<file path="config.mk">
export PLATFORM = sky130hd
export DESIGN_NAME = ptch_integrator
export DESIGN_NICKNAME = d
export VERILOG_FILES = /design/src/rtl/ptch_integrator_pkg.sv /design/src/rtl/ptch_offset_cal.sv /design/src/rtl/ptch_integrator.sv
export SDC_FILE = /design/constraint.sdc
export NUM_CORES = 1
export LEC_CHECK = 0
export CAP_MARGIN = 20
export CORE_UTILIZATION = 60
export CTS_BUF_LIST = sky130_fd_sc_hd__clkbuf_2 sky130_fd_sc_hd__clkbuf_4 sky130_fd_sc_hd__clkbuf_8
export CTS_CLUSTER_DIAMETER = 120
export CTS_CLUSTER_SIZE = 28
export DETAILED_ROUTE_END_ITERATION = 10
export PLACE_DENSITY_LB_ADDON = 0.08
export SLEW_MARGIN = 0
export SYNTH_ARGS = -nofsm -noshare
export SYNTH_HDL_FRONTEND = slang
export SYNTH_SLANG_ARGS = --single-unit
</file>
<file path="constraint.sdc">
create_clock -name clk -period 4.5 [get_ports clk]
set_clock_uncertainty 0.2 [all_clocks]
set_input_delay 0.9 -clock clk [delete_from_list [all_inputs] [get_ports clk]]
set_output_delay 0.9 -clock clk [all_outputs]
set_load 0.02 [all_outputs]
</file>
<file path="src/rtl/ptch_integrator_pkg.sv">
// Shared types, constants and the 16-bit saturation helper for the pitch integrator.
package ptch_integrator_pkg;

    typedef enum logic {CAL, RUN} ptch_state_t;

    localparam int INT_W     = 27;
    localparam int ACC_GAIN  = 327;
    localparam int ACC_SHIFT = 13;
    localparam int PTCH_LSB  = 11;

    function automatic logic signed [15:0] sat16(input logic signed [16:0] x);
        if (x > 17'sd32767)
            return 16'sh7FFF;
        else if (x < -17'sd32768)
            return 16'sh8000;
        return x[15:0];
    endfunction

endpackage

</file>
<file path="src/rtl/ptch_offset_cal.sv">
// Gyro offset calibration: averages 2^CAL_L raw rate samples into a signed offset.
module ptch_offset_cal
    import ptch_integrator_pkg::*;
#(
    parameter int CAL_L = 4
) (
    input  logic               clk,
    input  logic               rst_n,
    input  logic               clr,
    input  logic               smp,
    input  logic signed [15:0] raw,
    output logic signed [15:0] offset,
    output logic               done
);

    logic        [CAL_L-1:0]  cnt;
    logic signed [15+CAL_L:0] sum;
    logic signed [15+CAL_L:0] sum_nxt;
    logic signed [15+CAL_L:0] avg;

    assign sum_nxt = sum + (16 + CAL_L)'(raw);
    assign avg     = sum_nxt >>> CAL_L;
    // done marks the sample that completes the window; clr wins over it
    assign done    = smp && !clr && (cnt == {CAL_L{1'b1}});

    always_ff @(posedge clk or negedge rst_n) begin
        if (!rst_n) begin
            cnt    <= '0;
            sum    <= '0;
            offset <= '0;
        end else if (clr) begin
            cnt <= '0;
            sum <= '0;
        end else if (smp) begin
            cnt <= cnt + CAL_L'(1);
            if (cnt == {CAL_L{1'b1}}) begin
                sum    <= '0;
                offset <= avg[15:0];
            end else begin
                sum <= sum_nxt;
            end
        end
    end

endmodule

</file>
<file path="src/rtl/ptch_integrator.sv">
// Pitch integrator: offset-calibrated gyro integration into ptch, with optional
// accelerometer drift correction enabled by defining PTCH_ACCEL_FUSION_EN.
module ptch_integrator
    import ptch_integrator_pkg::*;
#(
    parameter bit                 fast_sim    = 1'b1,
    parameter int                 CAL_LOG2    = 8,
    parameter int                 FUSION_STEP = 1024,
    parameter logic signed [15:0] AZ_OFFSET   = 16'sh00A0
) (
    input  logic               clk,
    input  logic               rst_n,
    input  logic               vld_in,
    input  logic signed [15:0] ptch_rt_raw,
    input  logic signed [15:0] AZ,
    input  logic               cal_req,
    output logic signed [15:0] ptch,
    output logic signed [15:0] ptch_rt,
    output logic               vld,
    output logic               cal_done
);

    localparam int CAL_L = fast_sim ? 4 : CAL_LOG2;
    localparam logic signed [INT_W:0] INT_MAX = (INT_W + 1)'((64'sd1 <<< (INT_W - 1)) - 64'sd1);
    localparam logic signed [INT_W:0] INT_MIN = -INT_MAX - (INT_W + 1)'(1);

    function automatic logic signed [INT_W-1:0] sat_int(input logic signed [INT_W:0] x);
        if (x > INT_MAX)
            return INT_MAX[INT_W-1:0];
        else if (x < INT_MIN)
            return INT_MIN[INT_W-1:0];
        return x[INT_W-1:0];
    endfunction

    ptch_state_t              state;
    logic signed [15:0]       offset;
    logic                     cal_fin;
    logic signed [16:0]       rt_diff_p0;
    logic                     vld_p1;
    logic signed [15:0]       rt_comp_p1;
    logic signed [INT_W:0]    corr_p1;
    logic signed [INT_W:0]    int_sum_p1;
    logic signed [INT_W-1:0]  integ_p2;

    ptch_offset_cal #(.CAL_L(CAL_L)) u_cal (
        .clk    (clk),
        .rst_n  (rst_n),
        .clr    (cal_req),
        .smp    (vld_in && (state == CAL)),
        .raw    (ptch_rt_raw),
        .offset (offset),
        .done   (cal_fin)
    );

    always_ff @(posedge clk or negedge rst_n) begin
        if (!rst_n) begin
            state    <= CAL;
            cal_done <= 1'b0;
        end else if (cal_req) begin
            state    <= CAL;
            cal_done <= 1'b0;
        end else if (state == CAL && cal_fin) begin
            state    <= RUN;
            cal_done <= 1'b1;
        end
    end

    // Stage 1: offset compensation (and accel angle estimate)
    assign rt_diff_p0 = 17'(ptch_rt_raw) - 17'(offset);

`ifdef PTCH_ACCEL_FUSION_EN
    localparam logic signed [26:0]    GAIN     = 27'(ACC_GAIN);
    localparam logic signed [INT_W:0] STEP_POS = (INT_W + 1)'(FUSION_STEP);

    logic signed [26:0] az_diff_p0;
    logic signed [26:0] az_prod_p0;
    logic signed [15:0] acc_ptch_p1;

    assign az_diff_p0 = 27'(AZ) - 27'(AZ_OFFSET);
    assign az_prod_p0 = az_diff_p0 * GAIN;

    always_ff @(posedge clk or negedge rst_n) begin
        if (!rst_n)
            acc_ptch_p1 <= '0;
        else if (vld_in && state == RUN)
            acc_ptch_p1 <= 16'(az_prod_p0 >>> ACC_SHIFT);
    end

    always_comb begin
        corr_p1 = '0;
        if (acc_ptch_p1 > ptch)
            corr_p1 = STEP_POS;
        else if (acc_ptch_p1 < ptch)
            corr_p1 = -STEP_POS;
    end
`else
    logic unused_accel;

    assign unused_accel = ^{AZ, AZ_OFFSET, 32'(FUSION_STEP)};
    assign corr_p1      = '0;
`endif

    always_ff @(posedge clk or negedge rst_n) begin
        if (!rst_n) begin
            vld_p1     <= 1'b0;
            rt_comp_p1 <= '0;
        end else begin
            vld_p1 <= vld_in && (state == RUN) && !cal_req;
            if (vld_in && state == RUN)
                rt_comp_p1 <= sat16(rt_diff_p0);
        end
    end

    // Stage 2: integrate at one extra bit, then clamp to the 27-bit range
    assign int_sum_p1 = (INT_W + 1)'(integ_p2) - (INT_W + 1)'(rt_comp_p1) + corr_p1;

    always_ff @(posedge clk or negedge rst_n) begin
        if (!rst_n) begin
            integ_p2 <= '0;
            ptch_rt  <= '0;
            vld      <= 1'b0;
        end else begin
            vld <= vld_p1 && !cal_req;
            if (cal_req) begin
                integ_p2 <= '0;
            end else if (vld_p1) begin
                integ_p2 <= sat_int(int_sum_p1);
                ptch_rt  <= rt_comp_p1;
            end
        end
    end

    assign ptch = integ_p2[PTCH_LSB +: 16];

endmodule

</file>
==> flow_metrics.tcl <==
set metrics [dict create \
    clockRootBuffer "clkbuf_8" \
    grt_usage_pct 27.3 \
    cts.sinks 102 \
    relSlewSlack_pct 37.0 \
    min_period_ns 4.04 \
    synth_area_leader_cell "dfrtp_1" \
    tightest_slew_ns 0.941 \
    core_area_um2 11700 \
    die_area_um2 12600 \
    clock_latency_ns 0.39 \
    fin_hold_ws_ns 0.128 \
    multi_input_area_um2 4310 \
    run_status "complete, no violations" \
    grt_pass1_wl_um 27600 \
    netlist_instances 806 \
    worst-endpoint-required_ns 4.59 \
    diodes 0 \
    worstSetupStartpointType "input pin" \
    cts_buffer_depth 2 \
    setup_viol 0 \
    synth_cell_type_count 67 \
    grt_pass1_vias 5831 \
    floorplan.initialDensity_pct 62.8 \
    drcViolationCount 0 \
    r2r_cells 11 \
    finalCritPeriodShare_pct 89.8 \
    drt-pass1-iter-count 4 \
    antenna_found_initial 0 \
    slew_violations 0 \
    synth_enable_flop_cells 0 \
    cts.clk_slew.worst_paths_ns 0.11 \
    crit_type "in -> reg" \
    yosys.area.top_type_share_pct 34.9 \
    grt_max_degree 84 \
    io_buffers 53 \
    vias 5880 \
    r2r-start "rt_comp_p1[15]$_DFFE_PN0P_" \
    ctsResizeCount 0 \
    die_height_um 112 \
    crit_fanout 4 \
    rrSetupSlack_ns 0.84 \
    regToRegEndpoint "integ_p2[20]$_DFFE_PN0P_" \
    cts_made_buffers 9 \
    grt-ovfl-total 0 \
    cts_setup_buffers 0 \
    layout-drive-gt1-share_pct 6.09 \
    ys_seq_area_share_pct 34.9 \
    dpl.hpwl_um 12300 \
    maxClockFrequency_ghz 0.248 \
    htree_levels 3 \
    synth.cell_area_um2 7320 \
    end_kind "register" \
    synth.most_common_cell "dfrtp_1" \
    synthTopCellsByArea "dfrtp_1 (35%), ha_1 (11%), nand2_1 (4.2%)" \
    register_area_um2 2550 \
    yosys_most_used_dff "dfrtp_1" \
    synth_seq_cells 102 \
    async_flop_share_pct 100 \
    drt-initial-drc-count 276 \
    hold_buffers 0 \
    cap_violations 0 \
    wire_per_inst_um 16.5 \
    leakage_nw 3.83 \
    critPathArrivalTime_ns 4.12 \
    ir_worst_vdd_mv 0.213 \
    cts_tree "built" \
    row_count 39 \
    syn_avg_cell_area_um2 9.08 \
    power_density_nw_per_um2 239 \
    synth_commonest_cells "dfrtp_1 (102), nand2_1 (82), ha_1 (63), a21oi_1 (54), inv_1 (54)" \
    ant_nets 0 \
    yosysWarnings 0 \
    hp-class "in -> async" \
    fillCellCount 925 \
    syn_to_final_growth_pct 9.61 \
    io_pins 70 \
    rsz0062_at_grt "no" \
    nNetsFinal 935 \
    finalSetupTns_ns 0 \
    dieWidth_um 112 \
    syn_nets 908 \
    startpoint "ptch_rt_raw[0]" \
    vias_per_cell 6.00 \
    gp_congestion 0.897 \
    wl_um 16200 \
    finalHoldViolations 0 \
]
[metrics by stage]
step	cells	setup slack (ns)	power, mW	cell area [um2]	util (%)
after floorplan	806	0.910	1.27	7320	-
after global placement	964	0.189	1.37	7830	67.1
after detailed placement	964	0.111	1.39	7830	67.1
after CTS	979	0.531	1.93	8000	68.6
after global routing	980	0.258	2.02	8020	68.8
final	980	0.461	1.92	8020	68.8
[layout make-up]
| class | instances | area share (%) |
|---|---|---|
| multi-input cells | 604 | 53.7 |
| flip-flops and latches | 102 | 31.8 |
| repair buffers | 62 | 7.67 |
| inverters | 54 | 2.53 |
| well taps | 143 | 2.23 |
| clock buffers | 9 | 1.54 |
| clock inverters | 6 | 0.546 |
[routing by layer]
| metal | up-vias | GRT usage, % | part of all wire (%) |
|---|---|---|---|
| met5 | - | 0 | 0 |
| met4 | 0 | 8.00 | 2.0 |
| met3 | 23 | 4.91 | 3.2 |
| met2 | 126 | 47.8 | 49 |
| met1 | 2787 | 34.5 | 46 |
| li1 | 2944 | - | - |
[worst max path at each step]
stage,to,slack [ns],cells after the start
6_report,u_cal.offset[8]$_DFFE_PN0P_,0.46,12
4_1_cts,u_cal.offset[8]$_DFFE_PN0P_,0.53,12
3_5_place_dp,u_cal.offset[8]$_DFFE_PN0P_,0.11,12
2_1_floorplan,u_cal.offset[8]$_DFFE_PN0P_,0.91,11
3_3_place_gp,u_cal.offset[8]$_DFFE_PN0P_,0.19,12
5_1_grt,u_cal.sum[16]$_DFFE_PN0P_,0.26,12
[power breakdown]
part | switching (mW) | internal [mW]
clock | 0.336 | 0.202
sequential | 0.0191 | 0.944
combinational | 0.235 | 0.179
[critical path: stages]
cell and delay, ns:
clkdlybuf4s50_1 0.43, ha_1 0.26, fa_1 0.42, a21o_1 0.19, a21oi_1 0.21, o21bai_1 0.11
a21oi_1 0.36, o21ai_1 0.16, a2111oi_0 0.51, nor3_1 0.13, xor2_1 0.17, mux2_2 0.27
[sequential cells by signal, summed over array words and instances, names as in the netlist]
name          flops
vld_p1            1
u_cal.cnt         4
u_cal.sum        20
ptch_rt          16
u_cal.offset     16
vld               1
state             1
rt_comp_p1       16
integ_p2         27
[placed cells by master (no fill, tap or decap), types with 8 or more instances in the layout]
master / count
nand3_1: 11
o21a_1: 8
a221o_1: 15
nor2_1: 47
a21oi_1: 54
nor3_1: 24
inv_1: 54
buf_4: 9
xnor2_1: 33
nand2b_1: 11
nand2_1: 82
xor2_1: 19
o21bai_1: 14
a21o_1: 26
dfrtp_1: 102
clkdlybuf4s50_1: 52
clkbuf_8: 9
a22o_1: 22
ha_1: 63
o21ai_0: 52
[logic make-up (layout without fill, tap and decap cells)]
family	count (synthesis)	after routing	share of synthesized area [%]
XOR/XNOR	53	53	6.60
multiplexers	12	12	1.73
flip-flops	102	102	34.9
AND/OR/NAND/NOR	209	209	13.0
buffers and inverters	100	131	6.37
AO/OA/AOI/OAI	257	257	24.9
adder cells (fa/ha/maj)	73	73	12.5
Note: power is estimated with default switching activity, not from simulation.
